### src/rtl/note_sequencer.sv
// Melody player feeding the sine generator: walks a song ROM, holding each
// clamped frequency for its duration followed by a silent gap.
module note_sequencer #(
    parameter int TICKS_PER_UNIT = 4000,
    parameter int GAP_TICKS      = 320,
    parameter int SONG_LENGTH    = 32,
    parameter int TEST_SONG      = 0
) (
    input  logic        CLK_32KHz,
    input  logic        reset_n,
    input  logic        start,
    input  logic        stop,
    input  logic        loop_en,
    output logic [13:0] outputFrequency,
    output logic        noteActive,
    output logic        busy,
    output logic        done,
    output logic [5:0]  noteIndex
);

    typedef enum logic [2:0] {
        S_IDLE,
        S_LOAD,
        S_NOTE,
        S_GAP,
        S_DONE
    } state_t;

    state_t      r_state;
    logic [6:0]  r_index;
    logic [17:0] r_ticks;

    logic [17:0] w_romWord;
    logic [13:0] w_romFreq;
    logic [3:0]  w_romDur;
    logic [13:0] w_clampFreq;
    logic [17:0] w_noteTicks;
    logic        w_atEnd;
    logic        w_endOfSong;
    logic [6:0]  w_nextIndex;

    // Song table: the fixed test melody, or a generated pentatonic-style phrase
    // whose lower octave is used on every second group of eight entries.
    function automatic logic [17:0] songEntry(input logic [6:0] idx);
        logic [13:0] f;
        logic [3:0]  d;
        f = '0;
        d = '0;
        if (TEST_SONG != 0) begin
            case (idx)
                7'd0:    begin f = 14'd440;   d = 4'd2; end
                7'd1:    begin f = 14'd0;     d = 4'd1; end
                7'd2:    begin f = 14'd12000; d = 4'd1; end
                7'd3:    begin f = 14'd50;    d = 4'd1; end
                default: begin f = 14'd0;     d = 4'd0; end
            endcase
        end else begin
            case (idx[2:0])
                3'd0:    f = 14'd523;
                3'd1:    f = 14'd587;
                3'd2:    f = 14'd659;
                3'd3:    f = 14'd784;
                3'd4:    f = 14'd880;
                3'd5:    f = 14'd784;
                3'd6:    f = 14'd659;
                default: f = 14'd587;
            endcase
            if (idx[3]) f = f >> 1;
            d = {2'b00, idx[1:0]} + 4'd1;
            if (idx[6:4] == 3'd7) d = 4'd0;
        end
        return {f, d};
    endfunction

    always_comb begin
        w_romWord = songEntry(r_index);
        w_romFreq = w_romWord[17:4];
        w_romDur  = w_romWord[3:0];
        if (w_romFreq > 14'd8000)
            w_clampFreq = 14'd8000;
        else if (w_romFreq != 14'd0 && w_romFreq < 14'd100)
            w_clampFreq = 14'd100;
        else
            w_clampFreq = w_romFreq;
        w_noteTicks = ({14'd0, w_romDur} * 18'(TICKS_PER_UNIT)) - 18'd1;
        w_atEnd     = (r_index >= 7'(SONG_LENGTH));
        w_endOfSong = w_atEnd || (w_romDur == 4'd0);
        w_nextIndex = w_atEnd ? r_index : r_index + 7'd1;
    end

    assign noteIndex = r_index[5:0];

    // Outputs are set on state transitions so each one is a plain register;
    // stop overrides everything and returns the block to a silent idle.
    always_ff @(posedge CLK_32KHz or negedge reset_n) begin
        if (!reset_n) begin
            r_state         <= S_IDLE;
            r_index         <= '0;
            r_ticks         <= '0;
            outputFrequency <= '0;
            noteActive      <= 1'b0;
            busy            <= 1'b0;
            done            <= 1'b0;
        end else if (stop) begin
            r_state         <= S_IDLE;
            r_index         <= '0;
            r_ticks         <= '0;
            outputFrequency <= '0;
            noteActive      <= 1'b0;
            busy            <= 1'b0;
            done            <= 1'b0;
        end else begin
            case (r_state)
                S_IDLE: begin
                    if (start) begin
                        r_state <= S_LOAD;
                        r_index <= '0;
                        busy    <= 1'b1;
                    end
                end
                S_LOAD: begin
                    if (w_endOfSong) begin
                        if (loop_en) begin
                            r_index <= '0;
                        end else begin
                            r_state <= S_DONE;
                            done    <= 1'b1;
                        end
                    end else begin
                        outputFrequency <= w_clampFreq;
                        noteActive      <= (w_clampFreq != 14'd0);
                        r_ticks         <= w_noteTicks;
                        r_state         <= S_NOTE;
                    end
                end
                S_NOTE: begin
                    if (r_ticks == 18'd0) begin
                        outputFrequency <= '0;
                        noteActive      <= 1'b0;
                        if (GAP_TICKS == 0) begin
                            r_index <= w_nextIndex;
                            r_state <= S_LOAD;
                        end else begin
                            r_ticks <= 18'(GAP_TICKS - 1);
                            r_state <= S_GAP;
                        end
                    end else begin
                        r_ticks <= r_ticks - 18'd1;
                    end
                end
                S_GAP: begin
                    if (r_ticks == 18'd0) begin
                        r_index <= w_nextIndex;
                        r_state <= S_LOAD;
                    end else begin
                        r_ticks <= r_ticks - 18'd1;
                    end
                end
                S_DONE: begin
                    done    <= 1'b0;
                    busy    <= 1'b0;
                    r_index <= '0;
                    r_state <= S_IDLE;
                end
                default: begin
                    r_state <= S_IDLE;
                end
            endcase
        end
    end

endmodule

### config.mk
export PLATFORM = sky130hd
export DESIGN_NAME = note_sequencer
export DESIGN_NICKNAME = d
export VERILOG_FILES = /design/src/rtl/note_sequencer.sv
export SDC_FILE = /design/constraint.sdc
export NUM_CORES = 1
export LEC_CHECK = 0
export CORE_AREA = 10 10 83 85
export DETAILED_ROUTE_END_ITERATION = 8
export DIE_AREA = 0 0 93 95
export PLACE_DENSITY = 0.92
export RECOVER_POWER = 25
export SYNTH_ARGS = -nofsm -noshare
export SYNTH_HDL_FRONTEND = slang
export SYNTH_SLANG_ARGS = --single-unit
### constraint.sdc
create_clock -name CLK_32KHz -period 8.32 [get_ports CLK_32KHz]
set_clock_uncertainty 0.15 [all_clocks]
set_input_delay 1.248 -clock CLK_32KHz [delete_from_list [all_inputs] [get_ports CLK_32KHz]]
set_output_delay 1.248 -clock CLK_32KHz [all_outputs]
set_load 0.005 [all_outputs]
Word level (Yosys, flattened, before mapping)
Index checks and enable logic that the tools add are counted.

word-level totals
  register bits = 45
  input bits = 5
  output and inout port bits = 23

cells by class
  add/sub/neg operators = 4
  $mul = 1
  order comparisons = 3
  equality and inequality tests = 20
  multiplexer cells = 39
  reduce and logical (&&, ||, !) cells = 21

operators by type and width
  operator               count
  $mux 14                6
  $mux 18                4
  $pmux 18 s3            1
  $mux 7                 6
  $pmux 9 s4             1
  $pmux 14 s2            1
  $pmux 7 s4             1
  $reduce_bool 14->1     2
  $ne 3x3->1 const B     9
  $mux 3                 7
  $logic_not 18->1       1
  $sub 18x1->18 const B  1
  $sub 16x1->17 const B  1
  $eq 3x3->1 const B     5
  $gt 14x13->1 const B   1
  $lt 14x7->1 const B    1
  $eq 3x2->1 const B     4
  $pmux 3 s4             1
  $mul 4x7->11 const B   1
  $reduce_and 3->1       3
  $reduce_bool 3->1      3
  $mux 1                 8
  $add 7x1->7 const B    1
  $ge 7x6->1 const B     1
  14 further kinds       18

Depth between registers and ports, before layout
  depth in word-level cells = 12
  mapped depth = 16
  gate-level depth less buffers = 16

Worst setup path before layout
OpenSTA, ideal clock, no wires.

  kind = reg-to-reg
  start = reg r_index[0]
  end = reg r_ticks[17]
  setup time = 0.077 ns
  arrival = 3.967 ns
  data required time = 8.093 ns
  path slack = 4.125 ns
  stages on the path, launching flop included = 17
  buffers on the path = 1
  clock period less this slack = 4.195 ns
  path through = dfrtp_1 > ha_1 > clkbuf_1 > and2_1 > ha_1 > inv_1 > ha_1 > xor2_1 > ha_1 > a21oi_1 > fa_1 > nor2_1 > mux2i_1 > or3_2 > or4_4 > a211o_1 > a21oi_1

on the way
  word-level cells in the longest chain between the ends = 7
  elaborated cells between the ends (all ways) = 12
  those cells by class = add/sub (2); mul (1); order compare (1); eq/ne (1); mux (4); reduce/logical (3)

ends and longest elaborated chain
  what                    RTL line  text
  start, declared         30        logic [6:0] r_index;
  start signal, assigned  141       r_index <= w_nextIndex;
  start signal, assigned  153       r_index <= w_nextIndex;
  $add 2x1->3             69        d = {2'b00, idx[1:0]} + 4'd1;
  $mux 3                  70        if (idx[6:4] == 3'd7) d = 4'd0;
  $mul 4x7->11            85        w_noteTicks = ({14'd0, w_romDur} * 18'(TICKS_PER_UNIT)) - 18'd1;
  $sub 16x1->17           85
  $mux 18                 122       if (w_endOfSong) begin
  $pmux 18 s3             113       case (r_state)
  $mux 18                 104       end else if (stop) begin
  end signal, assigned    132       r_ticks <= w_noteTicks;
  end signal, assigned    144       r_ticks <= 18'(GAP_TICKS - 1);
  end signal, assigned    148       r_ticks <= r_ticks - 18'd1;
  end, declared           31        logic [17:0] r_ticks;

Parallel ways exist; a longest one is shown, timed or not. The select of a mux whose other input is x is not followed.
A chain may end at the register's enable or synchronous reset.

Worst setup path after layout
Ends and elaborated chain as after synthesis.

==> summary.md <==
| Metric | Value |
|---|---|
| Vias per inst | 6.58 |
| Setup bufs post-CTS | 0 |
| First-pass GRT wire length | 13600 um |
| Post-synth top area share | 33.5% |
| Synth Cell Area | 3060 um2 |
| Dominant cells by area after synthesis | dfrtp_1, ha_1, o21ai_0 |
| Core ar. | 5340 um2 |
| Power Density | 145 nW/um2 |
| Rows | 27 |
| P&R area growth vs syn | 8.62% |
| Pin count of the biggest net entering global routing | 42 |
| Fmax | 220 MHz |
| Post-CTS Hold Buffers | 0 |
| First DRT Iteration DRCs | 314 |
| Via Count | 2923 |
| Post-Synthesis Cells | 362 |
| WL final | 8150 um |
| Failing checks | capacitance limit, slew limit |
| Tcrit/Tclk final | 54.7% |
| Post-route design area | 3330 um2 |
| Slew Limit Fails | 42 |
| Die Area | 8840 um2 |
| Post-DP HPWL | 6040 um |
| Clock Tree Buf Depth | 2 |
| Setup TNS | 0 ns |
| Die H | 95 um |
| Count of cell types in the netlist | 70 |
| Resized cells post-CTS | 0 |
| Asr flop ratio synth | 100% |
| Leakage | 1.39 nW |
| CP startpoint kind | flop |
| RSZ-0062 raised after global routing | no |
| Synth Area per Inst | 8.46 um2 |
| Outcome | finished with violations |
| Clock transition at path regs | 0.08 ns |
| Final setup viols | 0 |
| Chip width | 93 um |
| GRT overflow | 0 |
| DP Area | 3230 um2 |
| Clock Latency Late Sink | 0.31 ns |
| N_diodes | 0 |
| Worst-Margin Slew | 2.19 ns |
| Antenna violations before repair | 0 |
| CTS tree | yes |
| CP arrival | 4.61 ns |
| Pre-antenna DRT Iters | 5 |
| Register bit total from synthesis | 41 |
| Hold Fails Final Rpt | 0 |
| CTS Sinks | 41 |
| Vias in the first global route | 2813 |
| Io pins | 28 |
| Max-cap check violation count | 1 |
| ANT nets after route | 0 |
| Drt drc | 0 |
| Clock root buffer | clkbuf_8 |
| Crit end category | flop |
| Slew HR | -45.8% |
| # port buffers | 23 |
| CTS Buf Count | 5 |
| Hold crit path type | reg2reg |
| Routability congestion estimate | 0.976 |
| Layout Nets | 392 |
| Wire per inst | 18.3 um |
| Critical path type | reg2reg |
| Top FF cell, synth | dfrtp_1 |
| Total GRT Usage | 18.8% |
| Worst endpoint required time | 8.38 ns |
| Share of layout cells above drive strength 1 | 6.45% |
| Crit-path max FO | 14 |
| CTS H-tree depth | 2 |
| Final min period | 4.55 ns |
| Synth Warn # | 0 |
| Initial Utilization | 57.4% |
| EDFF count, synth | 0 |
| Synth area leader | dfrtp_1 |
| VDD IR-drop max | 0.0000738 V |
| Sequential share of the synthesized area | 33.5% |
==> cells in the mapped netlist (3+ instances only) <==
master	count
nand2b_1	4
nor2_1	26
nand2_1	37
a21oi_1	19
xor2_1	4
o21ai_0	33
nand4_1	5
o31ai_1	9
clkbuf_1	9
nor4_1	4
or3_1	7
or4_1	3
ha_1	15
a211o_1	4
dfrtp_1	41
xnor2_1	8
a211oi_1	4
a32o_1	3
inv_1	16
and3_1	5
a22o_1	3
nor2b_1	4
nor3_1	13
nand3_1	9
buf_4	11
mux2i_1	3
o211ai_1	3
o21bai_1	3
and2_1	3
==> where the power goes <==
| part | switching [mW] | internal, mW |
|---|---|---|
| Combinational | 0.0646 | 0.0419 |
| Clock | 0.0735 | 0.0673 |
| Sequential | 0.0205 | 0.215 |
| Total | 0.159 | 0.324 |
==> state kept, by name, summed over array words and instances (netlist names) <==
signal / count
busy: 1
outputFrequency: 10
noteActive: 1
r_state: 3
r_ticks: 18
done: 1
r_index: 7
==> routing by layer <==
layer	routed length [um]	part of all wire [%]	track usage, %	vias to the layer above
met5	0	0	0	-
met4	252	3.1	9.13	0
met3	688	8.4	3.41	29
met2	3990	49	32.7	173
met1	3220	39	21.8	1374
li1	-	-	-	1347
==> path summary, 6_finish.rpt <==
kind,startpoint,to,slack (ns),cells past startpoint
worst max-delay path,r_index[0]$_DFFE_PN0P_,r_ticks[17]$_DFFE_PN0P_,3.77,15
worst min-delay path,outputFrequency[8]$_DFFE_PN0P_,outputFrequency[8]$_DFFE_PN0P_,0.33,2
worst max register to register,r_index[0]$_DFFE_PN0P_,r_ticks[17]$_DFFE_PN0P_,3.77,15
worst min register to register,outputFrequency[8]$_DFFE_PN0P_,outputFrequency[8]$_DFFE_PN0P_,0.33,2
max in group asynchronous,reset_n,r_ticks[10]$_DFFE_PN0P_,5.33,1
min in group asynchronous,reset_n,outputFrequency[7]$_DFFE_PN0P_,1.43,1
==> area by class of cell <==
| cell class | count | area [um2] |
|---|---|---|
| tap | 72 | 90.1 |
| multi-input combinational | 282 | 1820 |
| inverter | 17 | 63.8 |
| fill | 473 | 2010 |
| timing repair buffer | 24 | 231 |
| clock buffer | 6 | 82.6 |
| clock inverter | 2 | 13.8 |
| sequential | 41 | 1030 |
==> placed cells by master, fill, tap and decap left out, drive strengths merged, types with 5 or more instances in the layout <==
cell type | Yosys | layout
dfrtp | 41 | 41
nand2 | 37 | 37
o21ai | 35 | 35
nor2 | 26 | 26
clkdlybuf4s50 | 0 | 22
a21oi | 19 | 19
inv | 17 | 17
ha | 15 | 15
nor3 | 13 | 13
nand3 | 9 | 9
o31ai | 9 | 9
or3 | 9 | 9
xnor2 | 8 | 8
clkbuf | 11 | 7
nor4 | 6 | 6
and3 | 5 | 5
nand4 | 5 | 5
==> critical path, cell delays in order, from the launching register on <==
cell and delay (ns):
dfrtp_1 0.53, ha_1 0.51, and2_1 0.23, ha_1 0.23
inv_1 0.08, ha_1 0.31, xor2_1 0.20, ha_1 0.17
a21oi_1 0.07, fa_1 0.53, inv_1 0.08, a311oi_2 0.22
o31ai_1 0.14, or4_4 0.55, a211o_1 0.30, a21oi_1 0.16
==> through the flow <==
stage	utilization [%]	power (mW)	instances	hold slack (ns)	worst slack [ns]
2_1_floorplan	-	0.307	365	0.313	4.13
6_report	62.4	0.483	444	0.330	3.77
5_1_grt	62.4	0.502	444	0.354	3.52
3_3_place_gp	60.6	0.336	436	0.302	4.08
4_1_cts	62.4	0.480	444	0.332	3.83
3_5_place_dp	60.6	0.342	436	0.313	3.88
==> cell families (layout without fill, tap and decap cells) <==
| group | Yosys count | count (layout) | synth area share (%) |
|---|---|---|---|
| other | 1 | 4 | 0.122 |
| AO/OA/AOI/OAI | 113 | 113 | 25.1 |
| adder cells (fa/ha/maj) | 16 | 16 | 6.78 |
| AND/OR/NAND/NOR | 134 | 134 | 22.7 |
| multiplexers | 3 | 3 | 0.980 |
| buffers and inverters | 42 | 49 | 7.47 |
| XOR/XNOR | 12 | 12 | 3.43 |
| flip-flops | 41 | 41 | 33.5 |
(Power assumes the default switching activity.)
